## src/rtl/io_project_mux.sv

```systemverilog
// Runtime-selectable pad multiplexer: N_PROJ user projects share one bank of Caravel pads.
// A Wishbone write picks the project; pads tristate for GUARD_CYCLES while every project sits in reset.
module io_project_mux #(
  parameter int          N_PROJ       = 4,
  parameter int          N_PADS       = 38,
  parameter int          GUARD_CYCLES = 16,
  parameter logic [31:0] BASE_ADDR    = 32'h3000_0000
) (
  input  logic                     wb_clk_i,
  input  logic                     wb_rst_ni,
  input  logic                     wbs_stb_i,
  input  logic                     wbs_cyc_i,
  input  logic                     wbs_we_i,
  input  logic [3:0]               wbs_sel_i,
  input  logic [31:0]              wbs_adr_i,
  input  logic [31:0]              wbs_dat_i,
  output logic                     wbs_ack_o,
  output logic [31:0]              wbs_dat_o,
  input  logic [N_PADS-1:0]        io_in,
  output logic [N_PADS-1:0]        io_out,
  output logic [N_PADS-1:0]        io_oeb,
  output logic [N_PROJ*N_PADS-1:0] proj_io_in,
  input  logic [N_PROJ*N_PADS-1:0] proj_io_out,
  input  logic [N_PROJ*N_PADS-1:0] proj_io_oeb,
  output logic [N_PROJ-1:0]        proj_rst_no,
  output logic                     switch_irq_o
);

  localparam int HI_W = N_PADS - 32;

  typedef enum logic [1:0] {IDLE = 2'd0, GUARD = 2'd1, ACTIVE = 2'd2} state_t;

  // Bus decode
  logic        req, ack_q, mapped, wr, ctrl_wr;
  logic [1:0]  off;
  logic [31:0] rdata, dat_q;
  logic [3:0]  ctrl_sel_q, new_sel;
  logic        ctrl_en_q, new_en, sel_valid;
  logic [31:0]     mask_lo_q;
  logic [HI_W-1:0] mask_hi_q;

  // FSM state
  state_t      state_q, state_d;
  logic [7:0]  cnt_q, cnt_d;
  logic [3:0]  target_q, target_d, asel_q, asel_d;
  logic        tvld_q, tvld_d, err_q, err_d, irq_q, irq_d;
  logic [N_PROJ-1:0] proj_en_q, proj_en_d;

  assign req     = wbs_stb_i & wbs_cyc_i & (wbs_adr_i[31:8] == BASE_ADDR[31:8]);
  assign mapped  = (wbs_adr_i[7:4] == 4'd0) && (wbs_adr_i[1:0] == 2'd0);
  assign off     = wbs_adr_i[3:2];
  // A write commits on the clock edge that closes its ack cycle.
  assign wr      = req & ack_q & wbs_we_i & mapped;
  assign ctrl_wr = wr && (off == 2'd0);

  assign new_sel   = wbs_sel_i[0] ? wbs_dat_i[3:0] : ctrl_sel_q;
  assign new_en    = wbs_sel_i[1] ? wbs_dat_i[8]   : ctrl_en_q;
  assign sel_valid = {1'b0, new_sel} < 5'(N_PROJ);

  always_comb begin
    rdata = '0;
    if (mapped) begin
      unique case (off)
        2'd0: rdata = {23'd0, ctrl_en_q, 4'd0, ctrl_sel_q};
        2'd1: rdata = {23'd0, err_q, asel_q, 2'd0, state_q};
        2'd2: rdata = mask_lo_q;
        2'd3: rdata = 32'(mask_hi_q);
      endcase
    end
  end

  always_ff @(posedge wb_clk_i or negedge wb_rst_ni) begin
    if (!wb_rst_ni) begin
      ack_q      <= 1'b0;
      dat_q      <= '0;
      ctrl_sel_q <= '0;
      ctrl_en_q  <= 1'b0;
      mask_lo_q  <= '0;
      mask_hi_q  <= '0;
    end else begin
      // NOTE: non-blocking assignments keep every register sampling pre-edge values.
      ack_q <= req & ~ack_q;
      dat_q <= (req & ~ack_q & ~wbs_we_i) ? rdata : 32'd0;
      if (ctrl_wr) begin
        ctrl_sel_q <= new_sel;
        ctrl_en_q  <= new_en;
      end
      if (wr && off == 2'd2)
        for (int b = 0; b < 4; b++)
          if (wbs_sel_i[b]) mask_lo_q[8*b +: 8] <= wbs_dat_i[8*b +: 8];
      if (wr && off == 2'd3)
        for (int i = 0; i < HI_W; i++)
          if (wbs_sel_i[i/8]) mask_hi_q[i] <= wbs_dat_i[i];
    end
  end

  assign wbs_ack_o = ack_q;
  assign wbs_dat_o = dat_q;

  always_comb begin
    // NOTE: every output of this block gets a default first so no latch is inferred.
    state_d  = state_q;
    cnt_d    = cnt_q;
    target_d = target_q;
    tvld_d   = tvld_q;
    asel_d   = asel_q;
    err_d    = err_q;
    irq_d    = 1'b0;

    if (state_q == GUARD) begin
      if (cnt_q == 8'd0) begin
        if (tvld_q) begin
          state_d = ACTIVE;
          asel_d  = target_q;
          irq_d   = 1'b1;
        end else begin
          state_d = IDLE;
        end
      end else begin
        cnt_d = cnt_q - 8'd1;
      end
    end

    // A CTRL write always restarts the guard, even mid-guard or re-selecting the same project.
    if (ctrl_wr) begin
      state_d  = GUARD;
      cnt_d    = 8'(GUARD_CYCLES - 1);
      irq_d    = 1'b0;
      target_d = new_sel;
      tvld_d   = new_en && sel_valid;
      if (new_en) err_d = !sel_valid;
    end

    for (int k = 0; k < N_PROJ; k++)
      proj_en_d[k] = (state_d == ACTIVE) && (asel_d == 4'(k));
  end

  always_ff @(posedge wb_clk_i or negedge wb_rst_ni) begin
    if (!wb_rst_ni) begin
      state_q   <= IDLE;
      cnt_q     <= '0;
      target_q  <= '0;
      tvld_q    <= 1'b0;
      asel_q    <= '0;
      err_q     <= 1'b0;
      irq_q     <= 1'b0;
      proj_en_q <= '0;
    end else begin
      state_q   <= state_d;
      cnt_q     <= cnt_d;
      target_q  <= target_d;
      tvld_q    <= tvld_d;
      asel_q    <= asel_d;
      err_q     <= err_d;
      irq_q     <= irq_d;
      proj_en_q <= proj_en_d;
    end
  end

  assign switch_irq_o = irq_q;
  assign proj_rst_no  = proj_en_q;

  // Pad path is an AND-OR mux on the registered one-hot, so it stays glitch-free across switches.
  always_comb begin
    logic [N_PADS-1:0] out_mux, oeb_mux;
    out_mux    = '0;
    oeb_mux    = '0;
    proj_io_in = '0;
    for (int k = 0; k < N_PROJ; k++) begin
      if (proj_en_q[k]) begin
        out_mux |= proj_io_out[k*N_PADS +: N_PADS];
        oeb_mux |= proj_io_oeb[k*N_PADS +: N_PADS];
        proj_io_in[k*N_PADS +: N_PADS] = io_in;
      end
    end
    io_out = out_mux;
    io_oeb = (|proj_en_q) ? (oeb_mux | {mask_hi_q, mask_lo_q}) : '1;
  end

endmodule

```

## config.mk

```make
export PLATFORM = sky130hd
export DESIGN_NAME = io_project_mux
export DESIGN_NICKNAME = d
export VERILOG_FILES = /design/src/rtl/io_project_mux.sv
export SDC_FILE = /design/constraint.sdc
export NUM_CORES = 1
export LEC_CHECK = 0
export CAP_MARGIN = 20
export CELL_PAD_IN_SITES_DETAIL_PLACEMENT = 0
export CELL_PAD_IN_SITES_GLOBAL_PLACEMENT = 1
export CORE_AREA = 2 2 262 264
export CTS_CLUSTER_SIZE = 12
export DETAILED_ROUTE_END_ITERATION = 6
export DIE_AREA = 0 0 264 266
export PLACE_DENSITY = 0.54
export SKIP_LAST_GASP = 1
export SYNTH_ARGS = -nofsm -noshare
export SYNTH_HDL_FRONTEND = slang
export SYNTH_SLANG_ARGS = --single-unit
```

## constraint.sdc

```tcl
create_clock -name wb_clk_i -period 5.4 [get_ports wb_clk_i]
set_clock_uncertainty 0.15 [all_clocks]
set_input_delay 0.54 -clock wb_clk_i [delete_from_list [all_inputs] [get_ports wb_clk_i]]
set_output_delay 0.54 -clock wb_clk_i [all_outputs]
set_load 0.05 [all_outputs]
```

==> flow_metrics.env <==
export IMPL_status="finished clean"
export IMPL_cts_root_buf="clkbuf_16"
export IMPL_path_class="flip-flop to primary output"
export IMPL_cp_max_fo=79
export IMPL_drive_gt1_share_pct=6.43
export IMPL_setup_violations=0
export IMPL_post_dp_hpwl_um=37800
export IMPL_design_area_um2=15000
export IMPL_slew_headroom_pct=31.3
export IMPL_p_per_area_nw_per_um2=139
export IMPL_drc=0
export IMPL_ys_types=48
export IMPL_chipHeight_um=266
export IMPL_numPortBuffers=680
export IMPL_grt_usage_pct=12.5
export IMPL_yosysTopAreaCellShare_pct=35.1
export IMPL_drt_iter0_markers=578
export IMPL_ant_nets=0
export IMPL_fillers=7398
export IMPL_row_count=96
export IMPL_vias_per_cell=3.85
export IMPL_fin_crit_sh_pct=79.4
export IMPL_initial_core_util_pct=10.2
export IMPL_ios=681
export IMPL_hold_viol=0
export IMPL_synth_area_per_cell_um2=9.28
export IMPL_regArea_um2=2440
export IMPL_place_area_um2=14600
export IMPL_wire_per_inst_um=20.4
export IMPL_fp_dieW_um=264
export IMPL_slew_viol_final=0
export IMPL_clk_latency_ps=370
export IMPL_htree_levels=3
export IMPL_hold_buffers=0
export IMPL_coreArea_um2=67700
export IMPL_synth_ff_type="dfrtp_1"
export IMPL_cts_resized=0
export IMPL_fin_tns_setup_ps=0
export IMPL_gr_total_overflow=0
export IMPL_cts_made_buffers=9
export IMPL_grt_pass1_wl_um=63800
export IMPL_cts_clk_slew_worst_paths_ps=70
export IMPL_postCtsSetupBuffers=0
export IMPL_synth_most_common_cell="and2_1"
export IMPL_rsz0062_at_grt="no"
export IMPL_p_leak_nw=5.72
export IMPL_fin_nets=1795
export IMPL_synth_async_sr_flop_share_pct=100
export IMPL_synth_area_top_cells="dfrtp_1 35%, and2_1 16%, a22oi_1 8.9%"
export IMPL_gp_congestion=0.893
export IMPL_area_delta_synth_final_pct=116
export IMPL_cp_start_kind="flip-flop"
export IMPL_synth_top_area_cell="dfrtp_1"
export IMPL_final_cells=2268
export IMPL_via_count=8727
export IMPL_drt_wl_total_um=46200
export IMPL_worst_pin_slew_ps=1030
export IMPL_cts_tree="built"
export IMPL_synth_warnings=0
export IMPL_cp_arrival_ps=3600
export IMPL_synth_edf_count=0
export IMPL_setup_ws_ps=1110
export IMPL_die_area_um2=70200
export IMPL_max_vdd_ir_drop_uv=109
export IMPL_synthesis_area_um2=6920
export IMPL_synth_cells=745
export IMPL_grt_pass1_vias=8751
export IMPL_synth_seq_area_share_pct=35.1
export IMPL_multi_input_area_um2=4220
export IMPL_drtPass1Iterations=7
export IMPL_synth_seq_cells=97
export IMPL_cts_num_sinks=97
export IMPL_post_place_cells=2250
export IMPL_dpl_worst_slack_ps=1400
export IMPL_hold_path_class="input port to async pin"
export IMPL_clockBufferDepth=2
export IMPL_crit_required_ps=4710
export IMPL_grt_max_degree=80
export IMPL_period_needed_ps=4290
export IMPL_cp_end_kind="primary output"
export IMPL_yosys_top_cells_count="176 x and2_1, 97 x dfrtp_1, 82 x a22oi_1"
export IMPL_syn_nets=1161
export IMPL_antenna_found_initial=7
export IMPL_drv_cap=0
export IMPL_final_util_pct=22.1
export IMPL_fmax_mhz=233
==> metal layers <==
layer / track usage [%] / share of wire [%] / vias to the layer above
met4: 2.58 / 1.4 / 6
met3: 4.26 / 8.8 / 38
met2: 22.4 / 51 / 452
met5: 0 / 0.087 / -
li1: - / - / 4025
met1: 14.3 / 39 / 4206
==> layout by cell type (no fill, tap or decap), drive strengths merged, types with 2 or more instances in the layout <==
| master | count |
|---|---|
| inv | 5 |
| diode | 2 |
| a211oi | 5 |
| nand2b | 4 |
| a22oi | 82 |
| or4 | 2 |
| nand2 | 46 |
| a21oi | 42 |
| nor4b | 3 |
| nand3 | 44 |
| nor4 | 16 |
| mux4 | 2 |
| mux2i | 3 |
| dfrtp | 97 |
| nand3b | 3 |
| or3b | 2 |
| or3 | 3 |
| clkinv | 3 |
| nor2 | 24 |
| buf | 12 |
| a222oi | 38 |
| and2 | 176 |
| nor2b | 6 |
| mux2 | 53 |
| clkdlybuf4s50 | 677 |
| xnor2 | 5 |
| nor3 | 2 |
| or2 | 2 |
| clkbuf | 10 |
| nand4 | 3 |
==> final cells by class <==
| cell class | count | share of cell area [%] |
|---|---|---|
| clock buffer | 10 | 1.60 |
| tap | 882 | 7.38 |
| clock inverter | 6 | 0.435 |
| inverter | 4 | 0.100 |
| timing repair buffer | 689 | 45.9 |
| antenna | 2 | 0.0335 |
| multi-input combinational | 578 | 28.2 |
| sequential | 97 | 16.3 |
==> power breakdown <==
part / leakage [nW] / internal [mW] / total (mW) / switching, mW
Combinational: 4.27 / 0.369 / 0.678 / 0.308
Clock: 0.149 / 0.373 / 0.682 / 0.310
Sequential: 1.30 / 0.726 / 0.726 / 0.000000000507
==> stage by stage <==
| stage | power, mW | hold slack, ps |
|---|---|---|
| after floorplan | 0.962 | 94.4 |
| after global placement | 1.42 | 340 |
| after detailed placement | 1.42 | 343 |
| after CTS | 2.12 | 171 |
| after global routing | 2.18 | 222 |
| final | 2.09 | 143 |
==> state kept, by name, indices dropped and copies added (netlist names) <==
register / cells
cnt_q: 8
wbs_ack_o: 1
tvld_q: 1
asel_q: 4
proj_rst_no: 4
state_q: 2
wbs_dat_o: 32
mask_lo_q: 32
err_q: 1
target_q: 4
ctrl_en_q: 1
switch_irq_o: 1
mask_hi_q: 6
==> logic make-up after synthesis <==
logic type / share of synthesized area (%)
fa+ha+maj: 0.181
flops: 35.1
simple gates: 29.9
mux: 11.5
compound gates: 18.7
xor+xnor: 0.633
buf+inv: 4.02
==> path summary, 6_finish.rpt <==
kind                                start  cells past startpoint             end  slack (ps)
setup / recovery           proj_rst_no[1]                      4      io_oeb[35]        1110
hold / removal                  wb_rst_ni                      1   mask_lo_q[20]         140
setup reg to reg                 cnt_q[0]                      6  proj_rst_no[1]        2640
hold reg to reg                     err_q                      1           err_q         360
max in group asynchronous       wb_rst_ni                      2  proj_rst_no[0]        3980
min in group wb_clk_i               err_q                      1           err_q         360
==> worst max-delay path, stage by stage, from the launching register on <==
cell and delay, ps:
dfrtp_4 760, buf_4 430, a222oi_1 960, nand3_1 220, clkdlybuf4s50_1 810
Note: power is estimated with default switching activity, not from simulation.
